[src/rtl/wbck_arbiter_if.sv]
// Write-back request/issue/register-file bundle between execution units and the arbiter.
// The slave modport is the arbiter side; master is the requester/issue/register-file side.
`ifndef XLEN
`define XLEN 32
`endif
`ifndef RFIDX_WIDTH
`define RFIDX_WIDTH 5
`endif
`ifndef RFREG_NUM
`define RFREG_NUM 32
`endif

interface wbck_arbiter_if;
    logic [2:0]                  req_valid;
    logic [3*`RFIDX_WIDTH-1:0]   req_idx;
    logic [3*`XLEN-1:0]          req_dat;
    logic [2:0]                  req_ready;
    logic                        iss_valid;
    logic [`RFIDX_WIDTH-1:0]     iss_idx;
    logic                        wbck_dest_wen;
    logic [`RFIDX_WIDTH-1:0]     wbck_dest_idx;
    logic [`XLEN-1:0]            wbck_dest_dat;
    logic [`RFREG_NUM-1:0]       busy_vec;

    modport slave (
        input  req_valid, req_idx, req_dat, iss_valid, iss_idx,
        output req_ready, wbck_dest_wen, wbck_dest_idx, wbck_dest_dat, busy_vec
    );

    modport master (
        output req_valid, req_idx, req_dat, iss_valid, iss_idx,
        input  req_ready, wbck_dest_wen, wbck_dest_idx, wbck_dest_dat, busy_vec
    );
endinterface

[src/rtl/wbck_arbiter.sv]
// Purpose: 3-way write-back arbiter (ALU/LSU/CSR) with destination busy scoreboard; WBCK_RR_EN selects round-robin.
// Latency: grant combinational, register-file write registered one cycle after the transfer.
// Backpressure: losers see req_ready=0 and hold their request; one transfer accepted per cycle.
`ifndef XLEN
`define XLEN 32
`endif
`ifndef RFIDX_WIDTH
`define RFIDX_WIDTH 5
`endif
`ifndef RFREG_NUM
`define RFREG_NUM 32
`endif

module wbck_arbiter (
    input  logic          clk,
    input  logic          rst,
    wbck_arbiter_if.slave wb
);
    localparam int IW = `RFIDX_WIDTH;
    localparam int DW = `XLEN;

    logic [2:0]              grant;
    logic [2:0]              ready;
    logic                    xfer;
    logic [IW-1:0]           win_idx;
    logic [DW-1:0]           win_dat;
    logic                    wen_q;
    logic [IW-1:0]           idx_q;
    logic [DW-1:0]           dat_q;
    logic [`RFREG_NUM-1:0]   busy_q;
    logic [`RFREG_NUM-1:0]   busy_nxt;

`ifdef WBCK_RR_EN
    logic [1:0] rr_ptr;
    logic [1:0] rr_nxt;
    logic [2:0] pos;

    // Search p, p+1, p+2 (mod 3); first valid requester wins.
    always_comb begin
        grant = '0;
        pos   = '0;
        for (int i = 0; i < 3; i++) begin
            pos = {1'b0, rr_ptr} + 3'(i);
            if (pos >= 3'd3) pos = pos - 3'd3;
            if (grant == 3'b000 && wb.req_valid[pos[1:0]]) grant[pos[1:0]] = 1'b1;
        end
    end

    always_comb begin
        rr_nxt = rr_ptr;
        if (ready[0])      rr_nxt = 2'd1;
        else if (ready[1]) rr_nxt = 2'd2;
        else if (ready[2]) rr_nxt = 2'd0;
    end

    always_ff @(posedge clk or negedge rst) begin
        if (!rst) rr_ptr <= 2'd0;
        else      rr_ptr <= rr_nxt;
    end
`else
    // Fixed priority: LSU > ALU > CSR.
    always_comb begin
        grant    = '0;
        grant[1] = wb.req_valid[1];
        grant[0] = wb.req_valid[0] & ~wb.req_valid[1];
        grant[2] = wb.req_valid[2] & ~wb.req_valid[1] & ~wb.req_valid[0];
    end
`endif

    assign ready        = grant & {3{rst}};
    assign xfer         = |ready;
    assign wb.req_ready = ready;

    always_comb begin
        win_idx = '0;
        win_dat = '0;
        for (int k = 0; k < 3; k++) begin
            if (ready[k]) begin
                win_idx = wb.req_idx[k*IW +: IW];
                win_dat = wb.req_dat[k*DW +: DW];
            end
        end
    end

    // Issue set is applied after the write-back clear so a same-index collision stays busy.
    always_comb begin
        busy_nxt = busy_q;
        if (xfer) busy_nxt[win_idx] = 1'b0;
        if (wb.iss_valid && wb.iss_idx != '0) busy_nxt[wb.iss_idx] = 1'b1;
        busy_nxt[0] = 1'b0;
    end

    always_ff @(posedge clk or negedge rst) begin
        if (!rst) begin
            wen_q  <= 1'b0;
            idx_q  <= '0;
            dat_q  <= '0;
            busy_q <= '0;
        end else begin
            wen_q  <= xfer && (win_idx != '0);
            busy_q <= busy_nxt;
            if (xfer) begin
                idx_q <= win_idx;
                dat_q <= win_dat;
            end
        end
    end

    assign wb.wbck_dest_wen = wen_q;
    assign wb.wbck_dest_idx = idx_q;
    assign wb.wbck_dest_dat = dat_q;
    assign wb.busy_vec      = busy_q;
endmodule

[src/flat_wrapper.sv]
// flat-port wrapper written by rule: the top's interface ports become plain ports
module wbck_arbiter_flat 
  (clk, rst, wb_req_valid, wb_req_idx, wb_req_dat, wb_iss_valid, wb_iss_idx, wb_req_ready, wb_wbck_dest_wen, wb_wbck_dest_idx, wb_wbck_dest_dat, wb_busy_vec);
  wbck_arbiter_if wb_i ();
  input  logic clk;
  input  logic rst;
  input wire logic [$bits(wb_i.req_valid)-1:0] wb_req_valid;
  input wire logic [$bits(wb_i.req_idx)-1:0] wb_req_idx;
  input wire logic [$bits(wb_i.req_dat)-1:0] wb_req_dat;
  input wire logic [$bits(wb_i.iss_valid)-1:0] wb_iss_valid;
  input wire logic [$bits(wb_i.iss_idx)-1:0] wb_iss_idx;
  output wire logic [$bits(wb_i.req_ready)-1:0] wb_req_ready;
  output wire logic [$bits(wb_i.wbck_dest_wen)-1:0] wb_wbck_dest_wen;
  output wire logic [$bits(wb_i.wbck_dest_idx)-1:0] wb_wbck_dest_idx;
  output wire logic [$bits(wb_i.wbck_dest_dat)-1:0] wb_wbck_dest_dat;
  output wire logic [$bits(wb_i.busy_vec)-1:0] wb_busy_vec;
  assign wb_i.req_valid = wb_req_valid;
  assign wb_i.req_idx = wb_req_idx;
  assign wb_i.req_dat = wb_req_dat;
  assign wb_i.iss_valid = wb_iss_valid;
  assign wb_i.iss_idx = wb_iss_idx;
  assign wb_req_ready = wb_i.req_ready;
  assign wb_wbck_dest_wen = wb_i.wbck_dest_wen;
  assign wb_wbck_dest_idx = wb_i.wbck_dest_idx;
  assign wb_wbck_dest_dat = wb_i.wbck_dest_dat;
  assign wb_busy_vec = wb_i.busy_vec;
  wbck_arbiter u_core (.clk(clk), .rst(rst), .wb(wb_i));
endmodule
[config.mk]
export PLATFORM = sky130hd
export DESIGN_NAME = wbck_arbiter_flat
export DESIGN_NICKNAME = d
export VERILOG_FILES = /design/src/rtl/wbck_arbiter_if.sv /design/src/rtl/wbck_arbiter.sv /design/src/flat_wrapper.sv
export SDC_FILE = /design/constraint.sdc
export NUM_CORES = 1
export LEC_CHECK = 0
export ABC_AREA = 1
export CAP_MARGIN = 20
export CORE_MARGIN = 3
export CORE_UTILIZATION = 39
export DETAILED_ROUTE_END_ITERATION = 8
export GPL_ROUTABILITY_DRIVEN = 0
export PLACE_DENSITY = 0.81
export SYNTH_ARGS = -nofsm -noshare
export SYNTH_HDL_FRONTEND = slang
export SYNTH_SLANG_ARGS = --single-unit
[constraint.sdc]
create_clock -name clk -period 1.46 [get_ports clk]
set_input_delay 0.292 -clock clk [delete_from_list [all_inputs] [get_ports clk]]
set_output_delay 0.292 -clock clk [all_outputs]
set_load 0.1 [all_outputs]
# == Word level (Yosys, flattened, before mapping) ==
# Index checks and enable logic that the tools add are counted.
# word_totals
register_bits,69
latch_bits,0
mem_bits_rw,0
mem_bits_ro,0
inputBits,122
output_inout_bits,73
word_cells,36
memories,0
# classes
n_addsub,0
mul,0
n_div,0
order_cmp,4
n_eq_ne,0
n_shift,0
n_mux,12
bitwise,9
n_reduce_logical,7
# op_table
operator,n
32-bit two-way mux,5
32-bit AND,1
32-bit inverter,1
32-bit OR,1
5-bit two-way mux,3
5-bit by 6-bit less-than comparator with 1-bit output (second input constant),2
1-bit demux with 5-bit select,2
5-bit by 1-bit >= comparator with 1-bit output (second input constant),2
5-bit nonzero test,2
1-bit logical AND,4
1-bit AND,3
3-bit AND,1
3-bit OR reduction,1
1-bit two-way mux,2
1-bit inverter,2

# == Longest topological paths before layout ==
# Gate-level depths: netlist (run 1).
# logic_depth
depth_word,16
ltp_mapped,11
mapped_depth_nobuf,10

# == Least setup slack after synthesis (run 1) ==
# No wires, ideal clock.
# synth_timing
path_type,input to register
start,in rst
end,"reg u_core.dat_q[15], in the netlist u_core.wb.wbck_dest_dat[15]"
setup_ns,0.090
arrival_time_ns,1.757
required_time_ns,1.370
setup_slack_ns,-0.387
stages,6
path_buffers,2
path_cell_list,nand2_2 -> inv_2 -> buf_6 -> clkbuf_1 -> nand2_1 -> o2111ai_1
# synth_between
word_cells_on_any_way,5
cone_classes,mux (3); bitwise (1); reduce/logical (1)
# synth_lines
element,line_no,text
"start, declared",flat_wrapper.sv:6,input logic rst;
3-bit AND *,wbck_arbiter.sv:70,assign ready = grant & {3{rst}};
named net wb_req_ready[1],flat_wrapper.sv:12,output wire logic [$bits(wb_i.req_ready)-1:0] wb_req_ready;
32-bit two-way mux (2 in series),wbck_arbiter.sv:78,if (ready[k]) begin
"end signal, assigned",wbck_arbiter.sv:104,dat_q <= win_dat;
"end, declared",wbck_arbiter.sv:29,logic [DW-1:0] dat_q;
# The timed path passes the listed nets; every way through them passes the cells marked *.
# A chain may end at the register's enable or synchronous reset.

# == Final worst setup path (run 1) ==
# layout_timing
start,in wb_req_idx[10]
end,"reg u_core.busy_q[9], in the netlist u_core.wb.busy_vec[9]"
# layout_between
elab_chain_cells,10
word_cells_on_any_way,11
cone_classes,order compare (2); mux (5); bitwise (3); reduce/logical (1)
# layout_lines
element,line_no,text
"start, declared",flat_wrapper.sv:8,input wire logic [$bits(wb_i.req_idx)-1:0] wb_req_idx;
5-bit two-way mux *,wbck_arbiter.sv:78,
5-bit by 6-bit less-than comparator with 1-bit output (not written as such) / 5-bit by 1-bit >= comparator with 1-bit output (equally long branches),wbck_arbiter.sv:88,if (xfer) busy_nxt[win_idx] = 1'b0;
1-bit logical AND (not written as such),wbck_arbiter.sv:88,
1-bit two-way mux (not written as such),wbck_arbiter.sv:88,
1-bit demux with 5-bit select *,-,
32-bit inverter (no line) *,-,
32-bit AND (no line) *,-,
32-bit two-way mux *,wbck_arbiter.sv:88,
32-bit OR (no line),-,
32-bit two-way mux *,wbck_arbiter.sv:89,if (wb.iss_valid && wb.iss_idx != '0) busy_nxt[wb.iss_idx] = 1'b1;
named net u_core.busy_nxt[9],wbck_arbiter.sv:31,logic [`RFREG_NUM-1:0] busy_nxt;
"end signal, assigned",wbck_arbiter.sv:101,busy_q <= busy_nxt;
"end, declared",wbck_arbiter.sv:30,logic [`RFREG_NUM-1:0] busy_q;
# Marked as above.

==> results.yml, run 1 <==
timing:
  fin_crit_sh_pct: 99.84
  hold_violations: 0
  max_freq_mhz: 686.0
  setup_viol_count_final: 0
  slew_violations: 0
  tns_ns: 0
  skew_ns: 0
  fin_ws_ns: 0.002377
  fin_crit_ns: 1.458
grt:
  grt_pass1_vias: 4550
  overflow: 0
  track_usage_pct: 29.45
  antenna_found_initial: 0
  grt_pass1_wl_um: 23060
  grt_max_degree: 39
placement:
  dp_cells: 777
  place_area_sq_um: 6534
  place_ws_ns: -0.6601
  place_hpwl_um: 11260
  io_buffers: 193
pwr:
  ir_worst_vdd_mv: 1.333
  p_comb_share_pct: 56.2
  power.leakage_nw: 3.141
  seqPwrFrac_pct: 26.8
  pwr-share-clk_pct: 17.0
  powerDensity_nw_per_um2: 1492
  p_switching_mw: 4.911
  switching_share_pct: 47.46
  internal_power_mw: 5.436
drt:
  drt_pre_antenna_iters: 6
  drc: 0
  wl_um: 14840
  ant_nets: 0
  drt_iter0_drc: 221
  wl_per_cell_um: 18.46
  vias: 4353
  via_per_inst: 5.414
cells_and_area:
  insertedDiodeCount: 0
  nNetsFinal: 816
  drive_above_1_share_pct: 24.32
  area_delta_synth_final_pct: 98.00
  final_cells: 804
  stdcell_area_sq_um: 6934
logic_synthesis:
  synth-warning-count: 0
  synth-edff-count: 0
  async_flop_share_pct: 100.0
  ys_types: 21
  yosysMostFrequentCell: "nand2_1"
  ys.flop_type: "dfrtp_1"
  yosys.area.top_type: "dfrtp_1"
  synth_top_area_share_pct: 49.30
  synthTopCellsByCount: "199 x nand2_1, 69 x dfrtp_1, 35 x inv_1"
  synth_nets: 576
  synth_area_sq_um: 3502
  synth-seq-cells: 69
  ys_seq_area_share_pct: 49.30
  netlist_instances: 454
  avgSynthCellArea_sq_um: 7.714
  synth_area_leaders: "dfrtp_1 49%, nand2_1 21%, a41oi_1 4.5%, inv_1 3.8%, o2111ai_1 3.5%"
worst_hold_path:
  worstHoldPathType: "in2async"
critical_path:
  rr_startpoint: "u_core.wb.busy_vec[25]"
  r2r_slack_ns: 0.67
  cp.arrival_ns: 1.68
  worst_setup_path_start_kind: "primary input"
  crit_top_cell: "nand2_1"
  critical-path-top-delay-family: "simple AND/OR/NAND/NOR gates"
  cp_cell_sequence: "clkdlybuf4s50_1 > inv_1 > nor2_1 > nor2_4 > nor2_2 > nand2_1 > nand2_1 > nand2_1"
  cp_max_fo: 5
  worst-path-buf-inv: 2
  critical_path_class: "in2reg"
  rr_endpoint: "u_core.wb.busy_vec[25]"
  reg2regPathDepth: 2
  cp_slowest_cell: "clkdlybuf4s50_1"
  worstPathRequired_ns: 1.68
  end_kind: "flip-flop"
  critical-path-max-stage-delay_ns: 0.52
floorplan:
  rows: 33
  io_pins: 195
  start_util_pct: 41.37
  die_y_um: 100.8
  dieArea_sq_um: 10150
  die_w_um: 100.8
  core-area_sq_um: 8464
cts:
  cts_made_buffers: 9
  clock_sinks: 69
  cts_max_level: 3
  cts.reportedPaths.clkPinSlew_ns: 0.07
  clk_path_buf_depth: 2
  tritoncts: "yes"
  root_buffer: "clkbuf_8"
  clk_latency_ns: 0.34
status:
  outcome: "complete, no violations"
run:
  cap_violations: 0
-- what timing repair did --
item                                    in CTS  in global routing
hold buffers                                 2                  0
setup buffers                                7                  1
cloned                                       1                  0
hold endpoints to repair                    16                  0
resized for setup                           15                 10
endpoints found under the setup margin      63                 19
pin swaps                                    3                  3
-- kinds of logic (layout without fill, tap and decap cells) --
logic type	after synthesis	in the layout	synth area share (%)
buffers and inverters	55	300	6.895
other	1	1	0.1071
and+or+nand+nor	276	276	32.69
AOI/OAI and AO/OA	53	53	11.00
DFF	69	69	49.30
-- cell usage in the layout, fill, tap and decap left out, drive strengths merged --
| cell type | instances |
|---|---|
| a41oi | 18 |
| buf | 122 |
| bufbuf | 1 |
| bufinv | 2 |
| clkbuf | 13 |
| clkdlybuf4s15 | 1 |
| clkdlybuf4s50 | 117 |
| clkinv | 2 |
| conb | 1 |
| dfrtp | 69 |
| dlygate4sd2 | 1 |
| dlygate4sd3 | 2 |
| inv | 39 |
| nand2 | 204 |
| nand3 | 20 |
| nand4 | 5 |
| nor2 | 36 |
| nor3 | 11 |
| o2111ai | 14 |
| o21ai | 21 |
-- flip-flops by register name, summed over array words and instances (netlist names) --
signal / flops
u_core.wb.wbck_dest_dat: 32
u_core.wb.busy_vec: 31
u_core.wb.wbck_dest_idx: 5
u_core.wb.wbck_dest_wen: 1
-- stage by stage --
stage | util (%) | hold slack, ns | total power, mW
after floorplan | - | -0.003591 | 5.926
after global placement | 77.19 | 0.3124 | 8.458
after detailed placement | 77.19 | 0.3043 | 8.544
after CTS | 81.51 | 0.08074 | 10.34
after global routing | 81.92 | 0.1151 | 10.65
final | 81.92 | 0.09155 | 10.35
-- how the worst max path moves through the flow --
stage | endpoint | slack [ns] | cells past startpoint | startpoint
CTS | wb_req_ready[1] | 0.03 | 5 | wb_req_valid[1]
global route | u_core.wb.busy_vec[16] | -0.06 | 9 | wb_req_idx[3]
finish | u_core.wb.busy_vec[9] | 0.002 | 8 | wb_req_idx[10]
global placement | u_core.wb.busy_vec[5] | -0.50 | 8 | wb_req_valid[1]
floorplan | u_core.wb.wbck_dest_dat[15] | 0.06 | 7 | rst
detailed placement | u_core.wb.busy_vec[26] | -0.66 | 9 | wb_req_valid[2]
-- cell type report --
cell class                      instances  area, sq um
Sequential cell                        69         1727
Clock buffer                           12        155.1
Tap cell                              105        131.4
Clock inverter                          4        70.07
Multi-Input combinational cell        330         1590
Inverter                               39        151.4
Timing Repair Buffer                  245         3109
Fill cell                             496         1530
-- power by group through the flow --
stage	sequential, mW	clock, mW	combinational (mW)
2_1_floorplan	5.35	0	0.580
3_3_place_gp	2.78	0	5.68
3_5_place_dp	2.79	0	5.76
4_1_cts	2.77	1.77	5.80
5_1_grt	2.82	1.87	5.96
6_report	2.78	1.76	5.81
-- per-layer routing --
layer / part of all wire [%] / up-vias / track usage (%)
li1: - / 1954 / -
met1: 36 / 2058 / 34.42
met2: 50 / 289 / 50.33
met3: 11 / 52 / 8.304
met4: 3.3 / 0 / 12.64
met5: 0 / - / 0
-- worst reg2reg max path, cell delays in order, from the launching register on --
cell and delay, ns:
dfrtp_1 0.45, o21ai_1 0.13, nand2_1 0.10
(Power assumes the default switching activity.)
==> run 2: changes to the inputs <==
--- a/config.mk
+++ b/config.mk
@@ -9,6 +9,7 @@
 export CAP_MARGIN = 20
 export CORE_MARGIN = 3
 export CORE_UTILIZATION = 39
+export CTS_CLUSTER_SIZE = 40
 export DETAILED_ROUTE_END_ITERATION = 8
 export GPL_ROUTABILITY_DRIVEN = 0
 export PLACE_DENSITY = 0.81
==> results of run 2 <==
Same layout as run 1: the final DEF is identical, and so are final timing and power.
==> run 3: changes to the inputs <==
--- a/config.mk
+++ b/config.mk
@@ -7,7 +7,7 @@
 export LEC_CHECK = 0
 export ABC_AREA = 1
 export CAP_MARGIN = 20
-export CORE_MARGIN = 3
+export CORE_MARGIN = 2
 export CORE_UTILIZATION = 39
 export CTS_CLUSTER_SIZE = 40
 export DETAILED_ROUTE_END_ITERATION = 8
==> constraint.sdc (replaced) <==
create_clock -name clk -period 1.46 [get_ports clk]
set_input_delay 0.146 -clock clk [delete_from_list [all_inputs] [get_ports clk]]
set_output_delay 0.146 -clock clk [all_outputs]
set_load 0.1 [all_outputs]
==> run 3 against run 2 <==
  * Combinational power is 2% lower
  * Clock power shrank 20%
  * Clock skew did not move
  * Sequential power about the same
  * Final area shrank 3.8%
  * Hold slack improved by 0.25 ns
  * Fmax grew 10%
  * Power shrank 4.6%
  * Routed wire length down 11%
  * Register-to-register slack is essentially flat
  * Clock-buffer cell count is the same
  * Setup slack gained 0.13 ns
==> results.yml, run 3 (same netlist as run 1, synthesis figures left out) <==
drt:
  wl_per_cell_um: 16.90
  drc: 0
  drt_pre_antenna_iters: 4
  via_per_inst: 5.207
  drt_iter0_drc: 203
  ant_nets: 0
  vias: 4093
  wl_um: 13280
cts:
  cts.reportedPaths.clkPinSlew_ns: 0.07
  clk_path_buf_depth: 2
  cts_made_buffers: 9
  clock_sinks: 69
  root_buffer: "clkbuf_8"
  clk_latency_ns: 0.34
  tritoncts: "yes"
  cts_max_level: 3
cells_and_area:
  nFillCells: 594
  nNetsFinal: 795
  insertedDiodeCount: 0
  drive_above_1_share_pct: 21.09
  post-route-util_pct: 76.51
  final_cell_mix: "199 x nand2_1, 117 x clkdlybuf4s50_1, 76 x buf_12"
  area_delta_synth_final_pct: 90.53
  multiInputGateArea_sq_um: 1549
  layout_commonest_cell: "nand2_1"
  seq_area_sq_um: 1727
  largest_reg_flops: 32
critical_path:
  worst_setup_path_start_kind: "primary input"
  worstPathRequired_ns: 1.69
  critical_path_class: "in2reg"
  cp_max_fo: 5
  end_kind: "flip-flop"
  r2r_slack_ns: 0.68
  cp.arrival_ns: 1.55
floorplan:
  io_pins: 195
  core-area_sq_um: 8721
  start_util_pct: 40.16
  rows: 34
  die_w_um: 98.76
  die_y_um: 98.76
  dieArea_sq_um: 9754
grt:
  grt_pass1_vias: 4206
  grt_pass1_wl_um: 21260
  grt_max_degree: 40
  track_usage_pct: 27.58
  antenna_found_initial: 0
  overflow: 0
worst_hold_path:
  worstHoldPathType: "in2reg"
timing:
  skew_ns: 0
  fin_crit_ns: 1.323
  hold_violations: 0
  rsz0062_at_grt: "no"
  slew_headroom_pct: 66.78
  max_freq_mhz: 755.6
  fin_crit_sh_pct: 90.65
  worstMarginPinSlew_ns: 0.4945
  slew_violations: 0
  tns_ns: 0
  setup_viol_count_final: 0
  fin_ws_ns: 0.1365
placement:
  io_buffers: 193
  place_ws_ns: -0.4493
  place_hpwl_um: 10390
pwr:
  powerDensity_nw_per_um2: 1479
  ir_worst_vdd_mv: 1.160
  power.leakage_nw: 2.990
run:
  cap_violations: 0
status:
  outcome: "complete, no violations"
[run 3: cell types whose count changed in the layout (fill, tap and decap cells not counted), moves of 2 or more]
cell / previous run / this run
buf_4: 45 / 26
nor2_1: 22 / 24
nand3_2: 5 / 3
dlygate4sd2_1: 1 / 3
nor2_2: 8 / 10
nand3_1: 15 / 17
bufinv_16: 2 / 0
nor2_4: 6 / 2
[run 3: through the flow]
| stage | std cells | hold slack [ns] | total power [mW] | instance area, sq um |
|---|---|---|---|---|
| floorplan | 454 | -0.1496 | 5.925 | 3503 |
| global placement | 766 | 0.1768 | 8.428 | 6432 |
| detailed placement | 766 | 0.1868 | 8.492 | 6432 |
| CTS | 786 | 0.3162 | 9.928 | 6673 |
| global route | 786 | 0.3977 | 10.22 | 6673 |
| finish | 786 | 0.3391 | 9.872 | 6673 |
[run 3: per-layer routing]
layer | share of wire [%] | GRT usage [%] | routed length [um]
met5 | 0 | 0 | 0
met4 | 2.1 | 9.062 | 278
met3 | 8.6 | 8.156 | 1143
met2 | 52 | 48.70 | 6880
met1 | 37 | 32.02 | 4979
[run 3: cell type report]
| cell class | instances | area share (%) |
|---|---|---|
| Clock buffer | 12 | 2.325 |
| Clock inverter | 4 | 0.3375 |
| Inverter | 39 | 2.231 |
| Multi-Input combinational cell | 330 | 23.21 |
| Sequential cell | 69 | 25.88 |
| Tap cell | 108 | 2.025 |
| Timing Repair Buffer | 224 | 43.99 |
[run 3: where the power goes]
part           total (mW)  switching [mW]  internal (mW)  leakage [nW]
clock network        1.40           0.702          0.701        0.0921
logic                5.72            3.67           2.06          2.07
registers            2.75           0.453           2.30         0.831
[run 3: timing repair]
action,4_1_cts,5_1_grt
hold buffers,1,0
endpoints found under the setup margin,19,0
buffers inserted,3,0
hold endpoints to repair,57,0
gates resized for setup,13,0
[run 3: worst paths after layout]
path	endpoint	startpoint	cells after the start
min	u_core.wb.wbck_dest_idx[3]	rst	5
min reg2reg	u_core.wb.busy_vec[2]	u_core.wb.busy_vec[2]	2
max	u_core.wb.busy_vec[31]	wb_req_idx[3]	6
max reg2reg	u_core.wb.wbck_dest_dat[2]	u_core.wb.wbck_dest_dat[2]	2
min in group asynchronous	u_core.wb.busy_vec[1]	rst	3
max in group asynchronous	u_core.wb.busy_vec[6]	rst	3
[run 3: worst max-delay path, stage by stage]
cell and delay [ns]:
clkdlybuf4s50_1 0.50, nand4_1 0.13, nand3_1 0.24, nand3_1 0.26, o21ai_1 0.21, nand2_1 0.07
